### src/rtl/mux_rr_arbiter_pkg.sv
// Shared types and widths for the 8:1 round-robin mux arbiter.
package mux_rr_arbiter_pkg;

  localparam int N_REQ = 8;
  localparam int SEL_W = 3;
  localparam int CNT_W = 4;

  // IDLE: nobody owns the mux. BUSY: owner index is frozen until release.
  typedef enum logic {
    IDLE = 1'b0,
    BUSY = 1'b1
  } arb_state_e;

endpackage

### src/rtl/mux_rr_arbiter_if.sv
// Request/grant bundle between requesters, the arbiter and the shared mux.
interface mux_rr_arbiter_if;
  import mux_rr_arbiter_pkg::*;

  logic [N_REQ-1:0] req;
  logic             dst_ready;
  logic [SEL_W-1:0] sel;
  logic [N_REQ-1:0] gnt;
  logic [N_REQ-1:0] ack;
  logic             out_valid;
  logic [CNT_W-1:0] beat_cnt;

  // Requester/consumer side drives requests and readiness.
  modport master (
    output req, dst_ready,
    input  sel, gnt, ack, out_valid, beat_cnt
  );

  // Arbiter side observes requests and owns the grant outputs.
  modport slave (
    input  req, dst_ready,
    output sel, gnt, ack, out_valid, beat_cnt
  );

endinterface

### src/rtl/mux_rr_arbiter_rr_pick.sv
// Combinational round-robin picker: first set req bit at or above ptr, wrapping 7->0.
module rr_pick
  import mux_rr_arbiter_pkg::*;
(
  input  logic [N_REQ-1:0] req,
  input  logic [SEL_W-1:0] ptr,
  output logic             found,
  output logic [SEL_W-1:0] idx
);

  logic [SEL_W-1:0] pos;

  // Scan offsets from farthest to nearest so the nearest set bit after ptr wins.
  always_comb begin
    found = 1'b0;
    idx   = '0;
    pos   = '0;
    for (int i = N_REQ - 1; i >= 0; i--) begin
      pos = ptr + SEL_W'(i);
      if (req[pos]) begin
        found = 1'b1;
        idx   = pos;
      end
    end
  end

endmodule

### src/rtl/mux_rr_arbiter.sv
// Round-robin arbiter driving the select of a shared 8:1 datapath mux.
// Optional feature: define ARB_BURST_LIMIT_EN to force release after MAX_BURST
// beats; otherwise grants last until the owner drops its request and the beat
// counter saturates at 15.
module mux_rr_arbiter
  import mux_rr_arbiter_pkg::*;
#(
  parameter int MAX_BURST = 4
) (
  input logic              clk,
  input logic              rst_n,
  mux_rr_arbiter_if.slave  bus
);

  if (MAX_BURST < 1 || MAX_BURST > 16) begin : g_bad_max_burst
    $error("mux_rr_arbiter: MAX_BURST must be within 1..16");
  end

  arb_state_e       state_q, state_d;
  logic [SEL_W-1:0] owner_q, owner_d;
  logic [SEL_W-1:0] ptr_q, ptr_d;
  logic [CNT_W-1:0] beat_cnt_q, beat_cnt_d;
  logic [N_REQ-1:0] gnt_q, gnt_d;

  logic             pick_found;
  logic [SEL_W-1:0] pick_idx;
  logic             owner_req;

  rr_pick u_rr_pick (
    .req   (bus.req),
    .ptr   (ptr_q),
    .found (pick_found),
    .idx   (pick_idx)
  );

  // State register: owner, pointer, beat count and grant all reset together.
  always_ff @(posedge clk or negedge rst_n) begin
    if (!rst_n) begin
      state_q    <= IDLE;
      owner_q    <= '0;
      ptr_q      <= '0;
      beat_cnt_q <= '0;
      gnt_q      <= '0;
    end else begin
      state_q    <= state_d;
      owner_q    <= owner_d;
      ptr_q      <= ptr_d;
      beat_cnt_q <= beat_cnt_d;
      gnt_q      <= gnt_d;
    end
  end

  // Next-state logic: arbitrate when idle or on release, otherwise count beats.
  always_comb begin
    state_d    = state_q;
    owner_d    = owner_q;
    ptr_d      = ptr_q;
    beat_cnt_d = beat_cnt_q;
    owner_req  = bus.req[owner_q];
    unique case (state_q)
      IDLE: begin
        beat_cnt_d = '0;
        owner_d    = '0;
        if (pick_found) begin
          state_d = BUSY;
          owner_d = pick_idx;
          ptr_d   = pick_idx + SEL_W'(1);
        end
      end
      BUSY: begin
        if (!owner_req) begin
          beat_cnt_d = '0;
          if (pick_found) begin
            owner_d = pick_idx;
            ptr_d   = pick_idx + SEL_W'(1);
          end else begin
            state_d = IDLE;
            owner_d = '0;
          end
        end else if (bus.dst_ready) begin
`ifdef ARB_BURST_LIMIT_EN
          if (({1'b0, beat_cnt_q} + (CNT_W+1)'(1)) == (CNT_W+1)'(MAX_BURST)) begin
            state_d    = IDLE;
            owner_d    = '0;
            beat_cnt_d = '0;
          end else begin
            beat_cnt_d = beat_cnt_q + CNT_W'(1);
          end
`else
          if (beat_cnt_q != '1) begin
            beat_cnt_d = beat_cnt_q + CNT_W'(1);
          end
`endif
        end
      end
      default: begin
        state_d = IDLE;
      end
    endcase
    gnt_d = (state_d == BUSY) ? (N_REQ'(1) << owner_d) : '0;
  end

  // Output logic: registered grant/select/count, combinational ack and valid.
  always_comb begin
    bus.gnt       = gnt_q;
    bus.sel       = owner_q;
    bus.beat_cnt  = beat_cnt_q;
    bus.out_valid = (state_q == BUSY) && bus.req[owner_q];
    bus.ack       = gnt_q & bus.req & {N_REQ{bus.dst_ready}};
  end

endmodule
### src/flat_wrapper.sv
// flat-port wrapper written by rule: the top's interface ports become plain ports
module mux_rr_arbiter_flat import mux_rr_arbiter_pkg::*;
#(
  parameter int MAX_BURST = 4
)
  (clk, rst_n, bus_req, bus_dst_ready, bus_sel, bus_gnt, bus_ack, bus_out_valid, bus_beat_cnt);
  mux_rr_arbiter_if bus_i ();
  input logic clk;
  input logic rst_n;
  input wire logic [$bits(bus_i.req)-1:0] bus_req;
  input wire logic [$bits(bus_i.dst_ready)-1:0] bus_dst_ready;
  output wire logic [$bits(bus_i.sel)-1:0] bus_sel;
  output wire logic [$bits(bus_i.gnt)-1:0] bus_gnt;
  output wire logic [$bits(bus_i.ack)-1:0] bus_ack;
  output wire logic [$bits(bus_i.out_valid)-1:0] bus_out_valid;
  output wire logic [$bits(bus_i.beat_cnt)-1:0] bus_beat_cnt;
  assign bus_i.req = bus_req;
  assign bus_i.dst_ready = bus_dst_ready;
  assign bus_sel = bus_i.sel;
  assign bus_gnt = bus_i.gnt;
  assign bus_ack = bus_i.ack;
  assign bus_out_valid = bus_i.out_valid;
  assign bus_beat_cnt = bus_i.beat_cnt;
  mux_rr_arbiter #(.MAX_BURST(MAX_BURST)) u_core (.clk(clk), .rst_n(rst_n), .bus(bus_i));
endmodule
### config.mk
export PLATFORM = sky130hd
export DESIGN_NAME = mux_rr_arbiter_flat
export DESIGN_NICKNAME = d
export VERILOG_FILES = /design/src/rtl/mux_rr_arbiter_pkg.sv /design/src/rtl/mux_rr_arbiter_if.sv /design/src/rtl/mux_rr_arbiter_rr_pick.sv /design/src/rtl/mux_rr_arbiter.sv /design/src/flat_wrapper.sv
export SDC_FILE = /design/constraint.sdc
export NUM_CORES = 1
export LEC_CHECK = 0
export BUFFER_PORTS_ARGS = -buffer_cell sky130_fd_sc_hd__buf_4
export CORE_MARGIN = 2
export CORE_UTILIZATION = 40
export DETAILED_ROUTE_END_ITERATION = 10
export GPL_TIMING_DRIVEN = 0
export PLACE_DENSITY = 0.57
export SLEW_MARGIN = 20
export SYNTH_ARGS = -nofsm -noshare
export SYNTH_HDL_FRONTEND = slang
export SYNTH_SLANG_ARGS = --single-unit
export TNS_END_PERCENT = 50
### constraint.sdc
create_clock -name clk -period 4.25 [get_ports clk]
set_clock_uncertainty 0.1 [all_clocks]
set_input_delay 0.6375 -clock clk [delete_from_list [all_inputs] [get_ports clk]]
set_output_delay 0.6375 -clock clk [all_outputs]
set_load 0.03 [all_outputs]
==> results.sh <==
export IMPL_status="finished clean"
export IMPL_h_tree_depth=1
export IMPL_nets=265
export IMPL_die_area_um2=5790
export IMPL_fmax_mhz=251
export IMPL_hold_buffers=0
export IMPL_hold_path_class="in -> async"
export IMPL_overflow=0
export IMPL_cts_sinks=19
export IMPL_cts_resized=0
export IMPL_final_util_pct=48.6
export IMPL_vias=1958
export IMPL_wl_um=5780
export IMPL_crit_arrival_ps=4030
export IMPL_critPathRequiredTime_ps=4300
export IMPL_clockRootBuffer="clkbuf_8"
export IMPL_slew_headroom_pct=52.8
export IMPL_avgViaCountPerCell=6.12
export IMPL_slew_violations=0
export IMPL_core_um2=5070
export IMPL_clock_latency_ps=250
export IMPL_syn_area_um2=2080
export IMPL_cts_setup_buffers=0
export IMPL_dr_pass1_iters=5
export IMPL_pin_count=35
export IMPL_path_delay_family="simple AND/OR/NAND/NOR gates"
export IMPL_worstReg2RegStart="u_core.ptr_q[1]"
export IMPL_crit_path_end_kind="flop"
export IMPL_cp_num_cells=11
export IMPL_cts_clk_slew_worst_paths_ps=70
export IMPL_diodes=0
export IMPL_ys_warn_count=0
export IMPL_post_route_min_period_ps=3980
export IMPL_antenna_found_initial=0
export IMPL_max_cap_violations=0
export IMPL_synth_cells=212
export IMPL_final_cell_mix="34 x buf_4, 19 x mux4_2, 19 x dfrtp_1"
export IMPL_die_x_um=76.1
export IMPL_finalHoldViolations=0
export IMPL_grt_pass1_vias=1884
export IMPL_drtIter0Drc=221
export IMPL_start_util_pct=41.0
export IMPL_r2r_end="u_core.bus.gnt[7]"
export IMPL_syn_nets=226
export IMPL_crit_path_end="u_core.bus.gnt[7]"
export IMPL_yosysSeqAreaShare_pct=22.9
export IMPL_cts_tree="yes"
export IMPL_drive_above_1_share_pct=33.2
export IMPL_wl_per_cell_um=18.1
export IMPL_path_cells="buf_2 -> buf_2 -> inv_1 -> ha_1 -> buf_2 -> mux4_2 -> or4_1 -> or3_4 -> a31oi_1 -> inv_2 -> and3_1"
export IMPL_clockBufferDepth=2
export IMPL_reg2reg_slack_ps=270
export IMPL_grt_pass1_wl_um=9650
export IMPL_cp_num_buf_inv=5
export IMPL_cts_buffers=3
export IMPL_fin_crit_sh_pct=93.7
export IMPL_rows=26
export IMPL_crit_fanout=10
export IMPL_r2r_cells=11
export IMPL_drcViolationCount=0
export IMPL_gp_congestion=0.893
export IMPL_syn_avg_cell_area_um2=9.81
export IMPL_grt_usage_pct=20.5
export IMPL_slowest_delay_ps=570
export IMPL_start_kind="flop"
export IMPL_grt_setup_unrepaired="true"
export IMPL_setup_violations=0
export IMPL_die_h_um=76.1
export IMPL_final_common_cell="buf_4"
export IMPL_worst_path_most_repeated_cell="buf_2"
export IMPL_crit_type="reg -> reg"
export IMPL_io_buffers=34
export IMPL_ys_ff_latch=19
export IMPL_yosys_cell_types_count=47
export IMPL_worst_slew_pin_slew_ps=704
export IMPL_syn2layout_area_growth_pct=18.7
export IMPL_ant_nets=0
export IMPL_critPathLaunch="u_core.ptr_q[1]"
export IMPL_cpMaxStageDelayCell="or4_1"
export IMPL_grt_max_degree=20
export IMPL_hpwl_um=4340
==> cells by family (layout without fill, tap and decap cells) <==
family                     Yosys count  after routing  share of synthesized area [%]
AOI/OAI and AO/OA                   40             40                           13.2
muxes                               46             46                           34.2
DFF                                 19             19                           22.9
adders and majority gates            3              3                           1.81
and+or+nand+nor                     68             68                           18.6
xor gates and xnor gates             7              7                           2.95
buffers and inverters               29             67                           6.44
==> metal layers <==
metal	vias to the layer above	routed length, um	track usage (%)
met5	-	0	0
met4	0	120	7.45
met3	14	342	1.66
met2	93	2750	33.9
met1	956	2570	28.4
li1	895	-	-
==> area by class of cell <==
cell class | count | area (um^2)
Multi-Input combinational cell | 164 | 1470
Inverter | 7 | 26.3
Tap cell | 70 | 87.6
Buffer | 22 | 108
Fill cell | 498 | 2610
Sequential cell | 19 | 475
Timing Repair Buffer | 34 | 255
Clock buffer | 4 | 45.0
==> metrics by stage <==
stage	hold slack [ps]	worst slack [ps]	TNS [ps]	instances	cell area [um^2]
global placement	424	260	0	316	2420
finish	141	266	0	320	2470
detailed placement	422	293	0	316	2420
CTS	149	268	0	320	2470
global route	153	-0.314	-0.314	320	2470
floorplan	242	745	0	212	2080
==> cells in the mapped netlist, drive strengths merged <==
cell | instances | share of area [%]
a221oi | 1 | 0.42
a21oi | 11 | 2.6
o311ai | 1 | 0.42
a221o | 2 | 0.96
mux2i | 17 | 8.2
a2111oi | 1 | 0.42
ha | 3 | 1.8
o22ai | 5 | 1.5
clkbuf | 12 | 2.2
mux4 | 19 | 21
xnor2 | 4 | 1.7
o32ai | 2 | 0.84
a21o | 2 | 0.72
dfrtp | 19 | 23
a211oi | 1 | 0.36
nand2b | 3 | 0.90
nand3 | 3 | 0.72
or4 | 1 | 0.36
xor2 | 3 | 1.3
mux2 | 10 | 5.4
and2 | 3 | 1.0
o41ai | 1 | 0.42
nand2 | 14 | 2.5
o32a | 2 | 0.96
or2 | 2 | 0.60
nor2 | 10 | 1.8
or3 | 1 | 0.54
nor4b | 1 | 1.1
inv | 7 | 1.3
nor3 | 5 | 1.2
nor2b | 4 | 1.2
a222oi | 1 | 0.48
a22o | 1 | 0.42
buf | 10 | 3.0
nor4 | 5 | 1.5
o211ai | 2 | 0.72
and4b | 1 | 0.48
and3 | 14 | 4.2
o21ai | 5 | 1.2
a31oi | 1 | 0.30
nor3b | 1 | 0.36
o31ai | 1 | 0.36
==> worst min path at each step <==
stage / start / to / slack (ps) / depth (start not counted)
final: rst_n / u_core.ptr_q[2] / 140 / 1
after global routing: rst_n / u_core.ptr_q[2] / 150 / 1
after CTS: rst_n / u_core.ptr_q[1] / 150 / 1
after detailed placement: rst_n / u_core.ptr_q[1] / 420 / 1
after global placement: rst_n / u_core.ptr_q[1] / 420 / 1
after floorplan: rst_n / u_core.bus.beat_cnt[0] / 240 / 0
==> flip-flops by register name, summed over array words and instances (netlist names) <==
name                 count
u_core.bus.beat_cnt      4
u_core.bus.gnt           8
u_core.bus.sel           3
u_core.ptr_q             3
u_core.state_q           1
==> worst register-to-register path, stage by stage, from the launching register on <==
cell and delay [ps]:
dfrtp_1 340, buf_2 230, buf_2 280, inv_1 140, ha_1 300, buf_2 250
mux4_2 420, or4_1 570, or3_4 430, a31oi_1 430, inv_2 150, and3_1 220
Power is left out: the tool's default activity adds up to more than one toggle a clock period on the data nets, which glitch-free logic cannot reach.
